==> src/rtl/network_sequencer.sv <==
// Per-sample sequencer for the conv1d network pipeline.
// Each rising edge of sample_clk runs: shift input buffers, then start/wait on
// every conv layer in turn (clocking the activation cache between layers),
// then latch the final output. A per-layer WAIT timeout aborts a stuck
// evaluation, and dropped sample edges / aborted evaluations are counted.
module network_sequencer #(
  parameter int N_LAYERS = 4,
  parameter int TIMEOUT  = 255
) (
  input  logic                                     clk,
  input  logic                                     rst,
  input  logic                                     sample_clk,
  input  logic [N_LAYERS-1:0]                      conv_done,
  output logic                                     lsb_shift,
  output logic [N_LAYERS-1:0]                      conv_start,
  output logic [(N_LAYERS > 1 ? N_LAYERS-2 : 0):0] cache_shift,
  output logic                                     out_latch,
  output logic                                     busy,
  output logic [2:0]                               layer,
  output logic [7:0]                               overrun_count,
  output logic [7:0]                               timeout_count
);

  localparam int TW = $clog2(TIMEOUT);
  localparam int CW = (N_LAYERS > 1) ? N_LAYERS - 1 : 1;

  typedef enum logic [2:0] {
    IDLE,
    SHIFT_IN,
    START,
    WAIT,
    CACHE,
    OUTPUT
  } state_t;

  state_t          state;
  state_t          state_next;
  logic [2:0]      layer_next;
  logic [TW-1:0]   timer;
  logic [TW-1:0]   timer_next;
  logic            prev;
  logic            sample_edge;
  logic            done_sel;
  logic            last_layer;
  logic            timer_last;
  logic            timeout_hit;

  assign sample_edge = sample_clk & ~prev;
  assign done_sel    = |(conv_done & (N_LAYERS'(1) << layer));
  assign last_layer  = (layer == 3'(N_LAYERS - 1));
  assign timer_last  = (timer == TW'(TIMEOUT - 1));

  // State, layer index, WAIT timer and sample-edge history; prev resets high
  // so a strobe already high at reset release is not taken as an edge.
  always_ff @(posedge clk) begin
    if (rst) begin
      state <= IDLE;
      layer <= '0;
      timer <= '0;
      prev  <= 1'b1;
    end else begin
      state <= state_next;
      layer <= layer_next;
      timer <= timer_next;
      prev  <= sample_clk;
    end
  end

  // Saturating diagnostics: edges that arrive while busy are dropped and
  // counted; aborted evaluations are counted on the WAIT timeout.
  always_ff @(posedge clk) begin
    if (rst) begin
      overrun_count <= '0;
      timeout_count <= '0;
    end else begin
      if (sample_edge && (state != IDLE) && (overrun_count != 8'hFF))
        overrun_count <= overrun_count + 8'd1;
      if (timeout_hit && (timeout_count != 8'hFF))
        timeout_count <= timeout_count + 8'd1;
    end
  end

  // Next-state logic plus pulse outputs decoded purely from the state register,
  // so every pulse is exactly one cycle wide and at most one is high at a time.
  always_comb begin
    state_next  = state;
    layer_next  = layer;
    timer_next  = timer;
    timeout_hit = 1'b0;
    lsb_shift   = 1'b0;
    conv_start  = '0;
    cache_shift = '0;
    out_latch   = 1'b0;
    busy        = (state != IDLE);

    unique case (state)
      IDLE: begin
        layer_next = '0;
        if (sample_edge)
          state_next = SHIFT_IN;
      end
      SHIFT_IN: begin
        lsb_shift  = 1'b1;
        state_next = START;
      end
      START: begin
        conv_start = N_LAYERS'(1) << layer;
        timer_next = '0;
        state_next = WAIT;
      end
      WAIT: begin
        if (done_sel) begin
          state_next = last_layer ? OUTPUT : CACHE;
        end else if (timer_last) begin
          timeout_hit = 1'b1;
          layer_next  = '0;
          state_next  = IDLE;
        end else begin
          timer_next = timer + 1'b1;
        end
      end
      CACHE: begin
        cache_shift = CW'(1) << layer;
        layer_next  = layer + 3'd1;
        state_next  = START;
      end
      OUTPUT: begin
        out_latch  = 1'b1;
        layer_next = '0;
        state_next = IDLE;
      end
      default: begin
        layer_next = '0;
        state_next = IDLE;
      end
    endcase
  end

endmodule
==> config.mk <==
export PLATFORM = sky130hd
export DESIGN_NAME = network_sequencer
export DESIGN_NICKNAME = d
export VERILOG_FILES = /design/src/rtl/network_sequencer.sv
export SDC_FILE = /design/constraint.sdc
export NUM_CORES = 1
export LEC_CHECK = 0
export CAP_MARGIN = 20
export CORE_UTILIZATION = 47
export CTS_BUF_LIST = sky130_fd_sc_hd__clkbuf_16
export DETAILED_ROUTE_END_ITERATION = 6
export PLACE_DENSITY = 0.79
export SLEW_MARGIN = 20
export SYNTH_ARGS = -nofsm -noshare
export SYNTH_HDL_FRONTEND = slang
export SYNTH_SLANG_ARGS = --single-unit
==> constraint.sdc <==
create_clock -name clk -period 2 [get_ports clk]
set_clock_uncertainty 0.2 [all_clocks]
set_input_delay 0.6 -clock clk [delete_from_list [all_inputs] [get_ports clk]]
set_output_delay 0.6 -clock clk [all_outputs]
set_load 0.005 [all_outputs]
# ---- Word-level counts from Yosys, hierarchy flattened
# Index checks and enable logic that the tools add are counted.
dict set report op_classes {
  n_mux 17
  n_reduce_logical 12
  n_shift 2
  mul 0
  add_sub_neg 4
  n_bitwise 4
  n_eq_ne 14
  div_mod_pow 0
  order_cmp 0
}
# operator count
set op_table {}
lappend op_table {{$add 8x1->8 const B} 3}
lappend op_table {{$mux 8} 2}
lappend op_table {{$ne 8x8->1 const B} 2}
lappend op_table {{$pmux 8 s2} 1}
lappend op_table {{$mux 3} 5}
lappend op_table {{$pmux 3 s4} 1}
lappend op_table {{$eq 3x2->1 const B} 3}
lappend op_table {{$pmux 3 s3} 1}
lappend op_table {{$eq 8x8->1 const B} 1}
lappend op_table {{$ne 2x2->1 const B} 4}
lappend op_table {{$eq 3x3->1 const B} 2}
lappend op_table {{$mux 1} 6}
lappend op_table {{$reduce_and 3->1} 2}
lappend op_table {{$and 4x4->4} 1}
lappend op_table {{$mux 4} 1}
lappend op_table {{$reduce_or 2->1} 2}
lappend op_table {{$reduce_or 4->1} 1}
lappend op_table {{$shl 1x3->4 const A} 1}
lappend op_table {{$add 3x1->3 const B} 1}
lappend op_table {{$eq 3x1->1 const B} 1}
lappend op_table {{$logic_and 1x1->1} 3}
lappend op_table {{$logic_not 3->1} 1}
lappend op_table {{$ne 3x3->1 const B} 1}
lappend op_table {{$reduce_bool 3->1} 1}
lappend op_table {{5 further kinds} 6}
dict set report totals {
  ram_bits 0
  n_memories 0
  latch_bits 0
  romBits 0
  ff_bits 31
  inputBits 7
  output_inout_bits 29
}

# ---- Depth between registers and ports, before layout
# Gate-level depths: netlist of the first run.
dict set report logic_depth {
  depth_word 6
  depth_mapped 9
  depth_no_buf 6
}

# ---- Least setup slack after synthesis of the first run
# Ideal clock, no wire load.
dict set report synth_path {
  path_type {register to register}
  from {register layer[0]}
  to {register timeout_count[7]}
  required_ns 1.679
  setup_ns 0.121
  setup_slack_ns -0.175
  path_stages_with_launch 8
  arrival_ns 1.854
  n_path_buf 1
  synth_period_minus_slack_ns 2.175
  path_cell_list {dfxtp_1 inv_1 ha_1 a22oi_1 o211ai_1 buf_2 nor4b_1 mux2_2}
}
dict set report synth_between {
  elab_chain_cells 6
}
# element line_no
set synth_rtl {}
lappend synth_rtl {{start: declaration} 19} ;# output logic [2:0] layer,
lappend synth_rtl {{start signal: assignment} 63} ;# layer <= layer_next;
lappend synth_rtl {{$shl 1x3->4} 49} ;# assign done_sel = |(conv_done & (N_LAYERS'(1) << layer));
lappend synth_rtl {{$and 4x4->4} 49}
lappend synth_rtl {{$reduce_or 4->1} 49}
lappend synth_rtl {{$mux 1} 112} ;# if (done_sel) begin
lappend synth_rtl {{$mux 1} 96} ;# unique case (state)
lappend synth_rtl {{$logic_and 1x1->1} 78} ;# if (timeout_hit && (timeout_count != 8'hFF))
lappend synth_rtl {{end signal: assignment} 79} ;# timeout_count <= timeout_count + 8'd1;
lappend synth_rtl {{end: declaration} 21} ;# output logic [7:0] timeout_count
# No other way between the ends.
# A chain may end at the register's enable or synchronous reset.

# ---- Worst setup path after layout of the first run
# Ends and elaborated chain as after synthesis.

==> reports/qor.json, run 1 <==
{
  "cells_and_area": {
    "antenna_cells_inserted": 0,
    "area_delta_synth_final_pct": 90.5,
    "share_of_final_layout_standard_cells_stronger_than_drive_strength_1": 0.566,
    "finalInstanceArea_um2": 3570,
    "final-seq-area_um2": 666,
    "layout.cells.non_filler": 389,
    "nNetsFinal": 356,
    "multiInputGateArea_um2": 1590,
    "n_fill_cell": 94
  },
  "floorplan": {
    "chipWidth_um": 65.2,
    "placementRows": 22,
    "boundaryPins": 36,
    "die_y_um": 65.2,
    "core_um2": 3740,
    "fp.dieArea_um2": 4240,
    "initial_utilization": 0.501
  },
  "cts": {
    "h-tree-depth": 2,
    "clk_pin_slew_worst_paths_ns": 0.05,
    "cts-hold-fix-buffers": 0,
    "clkSinkCount": 31,
    "tritoncts": "yes",
    "clock_path_buffers": 2,
    "clockRootBuffer": "sky130_fd_sc_hd__clkbuf_16",
    "tritoncts.num_buffers": 5,
    "clk_latency_ns": 0.28
  },
  "critical_path": {
    "cp.required_ns": 1.96,
    "worst_r2r_path_depth": 8,
    "start_kind": "flop",
    "crit_arrival_ns": 2.30,
    "crit_path_max_fanout": 6,
    "rrSetupSlack_ns": -0.33,
    "timing.rr.end": "timeout_count[7]$_SDFFE_PP0P_",
    "critPathLaunch": "layer[0]$_SDFFE_PP0P_",
    "worstSetupPathType": "reg2reg",
    "rr_startpoint": "layer[0]$_SDFFE_PP0P_",
    "worst_setup_path_end_kind": "flop"
  },
  "logic_synthesis": {
    "yosysWarningCount": 0,
    "synth_area_leaders": "sky130_fd_sc_hd__dfxtp_1 33%, sky130_fd_sc_hd__ha_1 6.0%, sky130_fd_sc_hd__or4_1 4.0%",
    "synth_xor_area_frac": 0.00467,
    "syn_area_um2": 1870,
    "yosys.area_share.simple": 0.339,
    "combinational_family_with_the_most_area_after_synthesis": "simple AND/OR/NAND/NOR gates",
    "synth-seq-area-share": 0.331,
    "postSynthNetCount": 243,
    "synth_mux_area_frac": 0.0527,
    "yosys.cell_types.count": 47,
    "synth_commonest_cells": "31 x sky130_fd_sc_hd__dfxtp_1, 19 x sky130_fd_sc_hd__nand2_1, 15 x sky130_fd_sc_hd__nor2_1, 11 x sky130_fd_sc_hd__inv_1",
    "synth_enable_flop_cells": 0,
    "synthArstFlopShare": 0,
    "synth_area_per_cell_um2": 8.26,
    "netlist_instances": 227,
    "synth_top_cell_area_share": 0.331,
    "yosysTopAreaCell": "sky130_fd_sc_hd__dfxtp_1",
    "postSynthRegisterBits": 31,
    "synth_fa_ha_area_frac": 0.0601,
    "ys.flop_type": "sky130_fd_sc_hd__dfxtp_1",
    "most_common_cell_in_the_netlist": "sky130_fd_sc_hd__dfxtp_1",
    "compound_cell_area_share_of_the_yosys_netlist": 0.154
  },
  "timing": {
    "hold_viol_final": 0,
    "clock.fmax_mhz": 429,
    "min_period_ns": 2.33,
    "timing.slew.headroom": 0.723,
    "rsz_0062_raised_after_global_routing": "yes",
    "slew_worst_pin_ns": 0.413,
    "setup_viol_count_final": 41,
    "total_count_of_max_transition_violations_in_the_final_report": 0,
    "final.period_utilization": 1.17,
    "setup_ws_ns": -0.332,
    "hold-worst-slack_ns": 0.315
  },
  "status": {
    "failed_checks": "negative setup slack",
    "run_status": "finished, violations left"
  },
  "route": {
    "post_drt_wl_per_cell_um": 29.6,
    "detailedRoute.firstIterationViolations": 443,
    "drt_first_pass_iters": 6,
    "via_per_inst": 7.25,
    "ant_nets": 0,
    "route.vias.total": 2819,
    "routed_wl_mm": 11.5,
    "detail_route.drc_violations": 0
  },
  "worst_hold_path": {
    "min_path_cells": 2,
    "holdCritStartpoint": "overrun_count[5]$_SDFFE_PP0P_",
    "worst_hold_path.endpoint": "overrun_count[5]$_SDFFE_PP0P_",
    "min-delay-path-class": "reg2reg"
  },
  "power_and_ir_drop": {
    "p_int_uw": 1270,
    "switchingPower_uw": 520,
    "powerDensity_nw_per_um2": 502,
    "power_frac_comb": 0.235,
    "p_seq_frac": 0.360,
    "power.clock.fraction": 0.406,
    "worst_voltage_drop_across_the_vdd_grid_uv": 706,
    "power.leakage_uw": 0.00146,
    "switching_share": 0.290
  },
  "global_routing": {
    "first_global_vias": 2377,
    "busiest_layer": "met2",
    "grt_use_total": 0.402,
    "total_congestion_overflow": 0,
    "grt_max_degree": 22,
    "grt_first_pass_wirelength_mm": 12.6,
    "routing_usage_on_met1": 0.479,
    "grt_use_met3": 0.116,
    "initial_antenna_violation_count": 0,
    "grtUsageMet2": 0.659
  },
  "placed_design": {
    "post-place-cells": 341,
    "detailedPlacementHpwl_mm": 3.55,
    "io_buffer_count": 35,
    "detailed_place.area_um2": 2640,
    "placement.setup.worst_slack_ns": -0.517,
    "gp_congestion": 0.803
  },
  "flow_run": {
    "max_cap_viol_count": 0
  }
}
## power by group through the flow
stage	logic, uW	clock network [uW]	registers, uW
finish	421	728	645
global route	427	754	644
CTS	308	715	642
detailed placement	242	0	647
global placement	236	0	647
floorplan	110	0	644
## worst max path at each step
| stage | endpoint | slack, ns | cells after the start |
|---|---|---|---|
| floorplan | timeout_count[2]$_SDFFE_PP0P_ | -0.04 | 5 |
| global placement | timeout_count[2]$_SDFFE_PP0P_ | -0.48 | 6 |
| detailed placement | timer[6]$_SDFFE_PP0P_ | -0.52 | 6 |
| CTS | timeout_count[2]$_SDFFE_PP0P_ | -0.18 | 8 |
| global route | timer[1]$_SDFFE_PP0P_ | -0.37 | 8 |
| finish | timeout_count[7]$_SDFFE_PP0P_ | -0.33 | 8 |
## cells by family (layout without fill, tap and decap cells)
family | Yosys count | count (layout)
adder cells (fa/ha/maj) | 9 | 9
flip-flops | 31 | 31
multiplexers | 9 | 9
AND/OR/NAND/NOR | 109 | 109
buffers and inverters | 26 | 140
AO/OA/AOI/OAI | 42 | 42
XOR/XNOR | 1 | 1
## what timing repair did
item | 4_1_cts | 5_1_grt
endpoints found under the hold margin | 0 | 0
cloned | 3 | 0
gates resized for setup | 119 | 58
pin swaps | 30 | 20
endpoints found under the setup margin | 40 | 44
buffers inserted | 23 | 22
## metrics by stage
step | TNS [ns] | total power [uW] | utilization
floorplan | -0.129 | 754 | -
global placement | -10.22 | 883 | 0.706
detailed placement | -11.03 | 889 | 0.706
CTS | -1.80 | 1660 | 0.868
global route | -7.06 | 1830 | 0.954
finish | -6.35 | 1790 | 0.954
## registers in the layout, indices dropped and copies added (netlist names)
name / flops
layer: 3
timer: 8
timeout_count: 8
overrun_count: 8
prev: 1
state: 3
## final cells by class
type,count,share of cell area
inverters,11,0.0130
flip-flops and latches,31,0.186
well taps,48,0.0168
repair buffers,121,0.300
clock inverters,3,0.00351
multi-input cells,170,0.445
clock buffers,5,0.0351
## critical path, stage by stage, from the launching register on
cell and delay (ns):
sky130_fd_sc_hd__dfxtp_4 0.39, sky130_fd_sc_hd__inv_4 0.07, sky130_fd_sc_hd__ha_4 0.17, sky130_fd_sc_hd__buf_6 0.12
sky130_fd_sc_hd__nand3b_1 0.15, sky130_fd_sc_hd__o211ai_1 0.21, sky130_fd_sc_hd__clkbuf_16 0.23, sky130_fd_sc_hd__nor4b_4 0.33
sky130_fd_sc_hd__mux2_4 0.34
## per-layer routing
metal	up-vias	routed length, um
li1	1062	-
met1	1314	4010
met2	335	5020
met3	108	1460
met4	0	1010
met5	-	0
## cells in the final DEF (no fill, tap or decap), drive strengths merged, types with 8 or more instances in the layout
cell / instances
nor2b: 8
a21oi: 10
or4: 10
clkdlybuf4s50: 15
nand3: 11
ha: 9
inv: 13
buf: 95
dfxtp: 31
nand2: 19
nor2: 15
Note: power is estimated with default switching activity, not from simulation.
==> run 2: changes to the inputs <==
GPL_TIMING_DRIVEN = 0   (was default)
==> reports/qor.json, run 2 (synthesized netlist as in run 1, its figures left out) <==
{
  "global_routing": {
    "grt_max_degree": {"value": 11, "change": "-50%"},
    "total_congestion_overflow": {"value": 0, "change": "unchanged"},
    "grt_use_total": {"value": 0.364, "change": "-0.0374"},
    "grt_first_pass_wirelength": {"value": 11.6, "unit": "mm", "change": "-8.1%"},
    "initial_antenna_violation_count": {"value": 0, "change": "unchanged"},
    "first_global_vias": {"value": 2258, "change": "-5.0%"}
  },
  "critical_path": {
    "timing.critical_path.mode_cell": "sky130_fd_sc_hd__nor2_4",
    "critPathLaunch": "state[0]$_SDFFE_PP0P_",
    "worstSetupPathType": "reg2out",
    "path_cells": "buf_8 -> buf_6 -> nor2_4 -> nand2_2 -> nor2_4 -> and2_1 -> buf_2",
    "max_stage_delay": {"value": 0.33, "unit": "ns", "change": "-0.06 ns"},
    "rrSetupSlack": {"value": -0.23, "unit": "ns", "change": "+0.10 ns"},
    "critical_path.slowest_cell": "sky130_fd_sc_hd__dfxtp_2",
    "worst_setup_path_end_kind": "output port",
    "critical_path.endpoint": "cache_shift[1]",
    "timing.rr.end": "timer[7]$_SDFFE_PP0P_",
    "crit_path_max_fanout": {"value": 3, "change": "-3"},
    "start_kind": "flop",
    "crit_arrival": {"value": 1.47, "unit": "ns", "change": "-0.83 ns"},
    "worst_r2r_path_depth": {"value": 7, "change": "-1"},
    "cp.required": {"value": 1.20, "unit": "ns", "change": "-0.76 ns"},
    "rr_startpoint": "state[0]$_SDFFE_PP0P_"
  },
  "route": {
    "routed_wl": {"value": 9.75, "unit": "mm", "change": "-15%"},
    "detailedRoute.firstIterationViolations": {"value": 352, "change": "-21%"},
    "detail_route.drc_violations": {"value": 1, "change": "+1"},
    "route.vias.total": {"value": 2589, "change": "-8.2%"},
    "drt_first_pass_iters": {"value": 7, "change": "+1"},
    "ant_nets": {"value": 0, "change": "unchanged"},
    "via_per_inst": {"value": 7.02, "change": "-3.2%"},
    "post_drt_wl_per_cell": {"value": 26.4, "unit": "um", "change": "-11%"}
  },
  "power_and_ir_drop": {
    "p_seq_frac": {"value": 0.348, "change": "-0.012"},
    "switchingPower": {"value": 536, "unit": "uW", "change": "+3.0%"},
    "worst_voltage_drop_across_the_vdd_grid": {"value": 611, "unit": "uV", "change": "-13%"},
    "switching_share": {"value": 0.298, "change": "+0.00756"},
    "power.clock.fraction": {"value": 0.412, "change": "+0.006"},
    "power_frac_comb": {"value": 0.240, "change": "+0.005"},
    "powerDensity": {"value": 515, "unit": "nW/um2", "change": "+2.4%"},
    "power.leakage": {"value": 0.00139, "unit": "uW", "change": "-4.9%"},
    "p_int": {"value": 1260, "unit": "uW", "change": "-0.67%"}
  },
  "floorplan": {
    "fp.dieArea": {"value": 4240, "unit": "um2", "change": "unchanged"},
    "die_y": {"value": 65.2, "unit": "um", "change": "unchanged"},
    "chipWidth": {"value": 65.2, "unit": "um", "change": "unchanged"},
    "core": {"value": 3740, "unit": "um2", "change": "unchanged"},
    "boundaryPins": {"value": 36, "change": "unchanged"},
    "initial_utilization": {"value": 0.501, "change": "unchanged"},
    "placementRows": {"value": 22, "change": "unchanged"}
  },
  "cells_and_area": {
    "reg_top3": "overrun_count x8, timeout_count x8, timer x8",
    "area_delta_synth_final_pct": 86.7,
    "share_of_final_layout_standard_cells_stronger_than_drive_strength_1": {"value": 0.539, "change": "-0.0270"},
    "layout.cells.most_common": "sky130_fd_sc_hd__buf_4",
    "nNetsFinal": {"value": 336, "change": "-5.6%"},
    "layout_common_cells": "44 x sky130_fd_sc_hd__buf_4, 17 x sky130_fd_sc_hd__nand2_1, 16 x sky130_fd_sc_hd__dfxtp_2, 16 x sky130_fd_sc_hd__clkdlybuf4s50_1",
    "antenna_cells_inserted": {"value": 0, "change": "unchanged"}
  },
  "flow_run": {
    "max_cap_viol_count": {"value": 0, "change": "unchanged"}
  },
  "placed_design": {
    "gp_congestion": {"value": 0.830, "change": "+3.4%"},
    "detailedPlacementHpwl": {"value": 3.39, "unit": "mm", "change": "-4.5%"},
    "io_buffer_count": {"value": 35, "change": "unchanged"},
    "placement.setup.worst_slack": {"value": -0.817, "unit": "ns", "change": "-0.300 ns"}
  },
  "timing": {
    "final.period_utilization": {"value": 1.13, "change": "-0.0313"},
    "min_period": {"value": 2.27, "unit": "ns", "change": "-0.0627 ns"},
    "slew_worst_pin": {"value": 0.853, "unit": "ns", "change": "+0.440 ns"},
    "setup_viol_count_final": {"value": 38, "change": "-7.3%"},
    "timing.slew.headroom": {"value": 0.428, "change": "-0.295"},
    "rsz_0062_raised_after_global_routing": "yes",
    "setup_ws": {"value": -0.269, "unit": "ns", "change": "+0.0627 ns"},
    "hold_viol_final": {"value": 0, "change": "unchanged"},
    "hold-worst-slack": {"value": 0.308, "unit": "ns", "change": "-0.00712 ns"},
    "clock.fmax": {"value": 441, "unit": "MHz", "change": "+2.8%"},
    "tns": {"value": -4.82, "unit": "ns", "change": "+1.53 ns"},
    "total_count_of_max_transition_violations_in_the_final_report": {"value": 0, "change": "unchanged"}
  },
  "status": {
    "run_status": "finished, violations left",
    "failed_checks": "design-rule violations, negative setup slack"
  },
  "cts": {
    "clock_path_buffers": {"value": 2, "change": "unchanged"},
    "clockRootBuffer": "sky130_fd_sc_hd__clkbuf_16",
    "tritoncts": "yes",
    "clkSinkCount": {"value": 31, "change": "unchanged"},
    "clk_latency": {"value": 0.29, "unit": "ns", "change": "about the same"},
    "clk_pin_slew_worst_paths": {"value": 0.05, "unit": "ns", "change": "about the same"},
    "tritoncts.num_buffers": {"value": 5, "change": "unchanged"},
    "h-tree-depth": {"value": 2, "change": "unchanged"}
  },
  "worst_hold_path": {
    "min-delay-path-class": "reg2reg"
  }
}
-- run 2: cell types whose count changed in the layout (fill, tap and decap cells not counted), sizes merged --
| cell | change |
|---|---|
| buf | -25 |
| clkbuf | +5 |
| clkdlybuf4s50 | +1 |
| clkinv | +1 |
| dlymetal6s2s | -1 |
| inv | -1 |
-- run 2: power by group through the flow --
stage                     clock network, uW  logic (uW)  registers, uW
after floorplan                           0         110            644
final                                   742         433            627
after global placement                    0         181            645
after CTS                               725         337            628
after global routing                    754         439            627
after detailed placement                  0         184            645
-- run 2: through the flow --
| stage | total power [uW] | cells | area (um2) | utilization |
|---|---|---|---|---|
| floorplan | 754 | 227 | 1960 | - |
| global placement | 826 | 310 | 2370 | 0.633 |
| detailed placement | 830 | 310 | 2370 | 0.633 |
| CTS | 1690 | 360 | 3210 | 0.856 |
| global route | 1820 | 369 | 3500 | 0.935 |
| finish | 1800 | 369 | 3500 | 0.935 |
-- run 2: area by class of cell --
class | count | area (um2)
multi-input combinational | 170 | 1640
buffer | 11 | 136
fill | 111 | 244
clock buffer | 5 | 125
timing repair buffer | 90 | 811
sequential | 31 | 671
clock inverter | 3 | 11.3
inverter | 11 | 46.3
tap | 48 | 60.1
-- run 2: worst min path at each step --
stage	cells past startpoint	from	endpoint
final	2	overrun_count[3]$_SDFFE_PP0P_	overrun_count[3]$_SDFFE_PP0P_
after detailed placement	2	overrun_count[5]$_SDFFE_PP0P_	overrun_count[5]$_SDFFE_PP0P_
after floorplan	2	timer[7]$_SDFFE_PP0P_	timer[7]$_SDFFE_PP0P_
after CTS	2	overrun_count[5]$_SDFFE_PP0P_	overrun_count[5]$_SDFFE_PP0P_
after global routing	2	overrun_count[6]$_SDFFE_PP0P_	overrun_count[6]$_SDFFE_PP0P_
after global placement	2	overrun_count[5]$_SDFFE_PP0P_	overrun_count[5]$_SDFFE_PP0P_
-- run 2: timing repair --
| item | in CTS | in global routing |
|---|---|---|
| buffers inserted | 43 | 14 |
| gates resized for setup | 138 | 62 |
| gates cloned | 0 | 2 |
| pin swaps | 31 | 37 |
| endpoints found under the setup margin | 49 | 47 |
| hold buffers | 0 | 0 |
-- run 2: per-layer routing --
| layer | GRT usage | routed length (um) |
|---|---|---|
| met5 | 0 | 0 |
| met4 | 0.177 | 865 |
| met3 | 0.0660 | 1040 |
| met2 | 0.609 | 4430 |
| met1 | 0.449 | 3410 |
-- run 2: critical path: cells and delay by family, from the launching register on --
family        cells  cell delay [ns]
simple gates      4             0.48
buf+inv           3             0.36
flops             1             0.33
==> run 3: changes to the inputs <==
CORE_MARGIN = 2   (was default)
RECOVER_POWER = 25   (was default)
==> reports/qor.json, run 3 (synthesized netlist as in run 1, its figures left out) <==
{
  "status": {
    "run_status": "finished, violations left",
    "failed_checks": "negative setup slack"
  },
  "cells_and_area": {
    "nNetsFinal": {"value": 316, "change": "-6.0%"},
    "area_delta_synth_final_pct": 74.8,
    "share_of_final_layout_standard_cells_stronger_than_drive_strength_1": {"value": 0.488, "change": "-0.0506"},
    "layout.cells.most_common": "sky130_fd_sc_hd__buf_4",
    "reg_top3": "overrun_count x8, timeout_count x8, timer x8",
    "layout.cells.non_filler": {"value": 349, "change": "-5.4%"},
    "layout_common_cells": "25 x sky130_fd_sc_hd__buf_4, 18 x sky130_fd_sc_hd__clkdlybuf4s50_1, 17 x sky130_fd_sc_hd__nand2_1",
    "antenna_cells_inserted": {"value": 0, "change": "unchanged"},
    "n_fill_cell": {"value": 176, "change": "+59%"}
  },
  "timing": {
    "final.period_utilization": {"value": 1.13, "change": "-0.00378"},
    "tns": {"value": -4.37, "unit": "ns", "change": "+0.456 ns"},
    "total_count_of_max_transition_violations_in_the_final_report": {"value": 0, "change": "unchanged"},
    "rsz_0062_raised_after_global_routing": "yes",
    "hold_viol_final": {"value": 0, "change": "unchanged"},
    "setup_ws": {"value": -0.261, "unit": "ns", "change": "+0.00757 ns"},
    "min_period": {"value": 2.26, "unit": "ns", "change": "-0.00757 ns"},
    "setup_viol_count_final": {"value": 35, "change": "-7.9%"},
    "slew_worst_pin": {"value": 0.585, "unit": "ns", "change": "-0.267 ns"},
    "clock.fmax": {"value": 442, "unit": "MHz", "change": "+0.33%"},
    "timing.slew.headroom": {"value": 0.608, "change": "+0.180"}
  },
  "power_and_ir_drop": {
    "worst_voltage_drop_across_the_vdd_grid": {"value": 512, "unit": "uV", "change": "-16%"},
    "powerDensity": {"value": 523, "unit": "nW/um2", "change": "+1.7%"},
    "power.leakage": {"value": 0.00125, "unit": "uW", "change": "-10%"}
  },
  "route": {
    "drt_first_pass_iters": {"value": 5, "change": "-2"},
    "wl_met1": {"value": 3.17, "unit": "mm", "change": "-7.1%"},
    "detail_route.drc_violations": {"value": 0, "change": "-1"},
    "wl_met3": {"value": 560, "unit": "um", "change": "-46%"},
    "route.vias.total": {"value": 2267, "change": "-12%"},
    "routed-wl-met2": {"value": 3.88, "unit": "mm", "change": "-12%"},
    "top_layer_used": "met4",
    "via_per_inst": {"value": 6.50, "change": "-7.4%"},
    "post_drt_wl_per_cell": {"value": 22.8, "unit": "um", "change": "-14%"},
    "routed_wl": {"value": 7.95, "unit": "mm", "change": "-18%"},
    "ant_nets": {"value": 0, "change": "unchanged"},
    "detailedRoute.firstIterationViolations": {"value": 264, "change": "-25%"}
  },
  "floorplan": {
    "initial_utilization": {"value": 0.501, "change": "unchanged"},
    "placementRows": {"value": 22, "change": "unchanged"},
    "fp.dieArea": {"value": 4510, "unit": "um2", "change": "+6.2%"},
    "core": {"value": 3740, "unit": "um2", "change": "unchanged"},
    "chipWidth": {"value": 67.2, "unit": "um", "change": "+3.1%"},
    "boundaryPins": {"value": 36, "change": "unchanged"},
    "die_y": {"value": 67.2, "unit": "um", "change": "+3.1%"}
  },
  "cts": {
    "clk_latency": {"value": 0.28, "unit": "ns", "change": "about the same"},
    "clock_path_buffers": {"value": 2, "change": "unchanged"},
    "tritoncts.num_buffers": {"value": 5, "change": "unchanged"},
    "cts-hold-fix-buffers": {"value": 0, "change": "unchanged"},
    "clk_pin_slew_worst_paths": {"value": 0.05, "unit": "ns", "change": "about the same"},
    "h-tree-depth": {"value": 2, "change": "unchanged"},
    "clkSinkCount": {"value": 31, "change": "unchanged"},
    "clockRootBuffer": "sky130_fd_sc_hd__clkbuf_16",
    "tritoncts": "yes"
  },
  "global_routing": {
    "grt_max_degree": {"value": 11, "change": "unchanged"},
    "initial_antenna_violation_count": {"value": 0, "change": "unchanged"},
    "grt_first_pass_wirelength": {"value": 10.3, "unit": "mm", "change": "-11%"},
    "grt_use_total": {"value": 0.303, "change": "-0.0614"},
    "total_congestion_overflow": {"value": 0, "change": "unchanged"},
    "first_global_vias": {"value": 2102, "change": "-6.9%"}
  },
  "critical_path": {
    "timing.rr.end": "timeout_count[7]$_SDFFE_PP0P_",
    "worst_setup_path_end_kind": "flop",
    "critPathLaunch": "layer[1]$_SDFFE_PP0P_",
    "worstSetupPathType": "reg2reg",
    "critical_path.endpoint": "timeout_count[7]$_SDFFE_PP0P_",
    "start_kind": "flop",
    "cp.required": {"value": 1.97, "unit": "ns", "change": "+0.77 ns"},
    "crit_arrival": {"value": 2.23, "unit": "ns", "change": "+0.76 ns"},
    "worst_r2r_path_depth": {"value": 8, "change": "+1"},
    "rrSetupSlack": {"value": -0.26, "unit": "ns", "change": "-0.03 ns"},
    "crit_path_max_fanout": {"value": 7, "change": "+4"},
    "rr_startpoint": "layer[1]$_SDFFE_PP0P_"
  },
  "worst_hold_path": {
    "min-delay-path-class": "reg2reg"
  },
  "flow_run": {
    "max_cap_viol_count": {"value": 0, "change": "unchanged"}
  },
  "placed_design": {
    "detailedPlacementHpwl": {"value": 3.47, "unit": "mm", "change": "+2.4%"},
    "post-place-cells": {"value": 310, "change": "unchanged"},
    "io_buffer_count": {"value": 35, "change": "unchanged"},
    "gp_congestion": {"value": 0.849, "change": "+2.3%"}
  }
}
==> run 3: cell type report <==
type	instances	area, um2	area share
inverters	11	48.8	0.0149
multi-input cells	170	1580	0.481
well taps	48	60.1	0.0183
plain buffers	12	155	0.0473
repair buffers	69	629	0.192
flip-flops and latches	31	669	0.204
clock inverters	3	12.5	0.00382
clock buffers	5	125	0.0382
==> run 3: critical path, cell delays in order, from the launching register on <==
cell and delay [ns]:
sky130_fd_sc_hd__dfxtp_4 0.40, sky130_fd_sc_hd__inv_4 0.06, sky130_fd_sc_hd__ha_4 0.16, sky130_fd_sc_hd__a22oi_2 0.19, sky130_fd_sc_hd__o211ai_1 0.19, sky130_fd_sc_hd__buf_6 0.21
sky130_fd_sc_hd__buf_12 0.13, sky130_fd_sc_hd__nor4b_4 0.28, sky130_fd_sc_hd__mux2_4 0.32
==> run 3: power by group <==
| group | internal [uW] | switching [uW] |
|---|---|---|
| registers | 618 | 10.5 |
| logic | 177 | 194 |
| clock network | 449 | 265 |
==> run 3: timing repair <==
item | CTS | global route
pin swaps | 31 | 23
endpoints found under the setup margin | 45 | 38
resized for setup | 133 | 50
cloned | 0 | 1
setup buffers | 25 | 9
==> run 3: per-layer routing <==
metal,GRT usage,vias to the layer above
met2,0.535,138
met4,0.128,0
li1,-,991
met5,0,-
met1,0.360,1106
met3,0.0517,32
==> run 3: worst min-delay path by stage <==
stage | startpoint | to | cells past startpoint
finish | timer[4]$_SDFFE_PP0P_ | timer[4]$_SDFFE_PP0P_ | 2
global route | timer[4]$_SDFFE_PP0P_ | timer[4]$_SDFFE_PP0P_ | 2
global placement | layer[0]$_SDFFE_PP0P_ | layer[0]$_SDFFE_PP0P_ | 1
floorplan | timer[7]$_SDFFE_PP0P_ | timer[7]$_SDFFE_PP0P_ | 2
CTS | timeout_count[1]$_SDFFE_PP0P_ | timeout_count[1]$_SDFFE_PP0P_ | 2
detailed placement | overrun_count[5]$_SDFFE_PP0P_ | overrun_count[5]$_SDFFE_PP0P_ | 2
==> run 3: per-stage QoR <==
step           area (um2)  setup slack (ns)  power [uW]  utilization  hold WS (ns)
2_1_floorplan        1960           -0.0381         754            -         0.270
3_3_place_gp         2370            -0.786         826        0.633         0.287
3_5_place_dp         2370            -0.831         830        0.633         0.291
4_1_cts              3040            -0.198        1640        0.811         0.298
5_1_grt              3280            -0.279        1750        0.875         0.321
6_report             3280            -0.261        1710        0.875         0.307
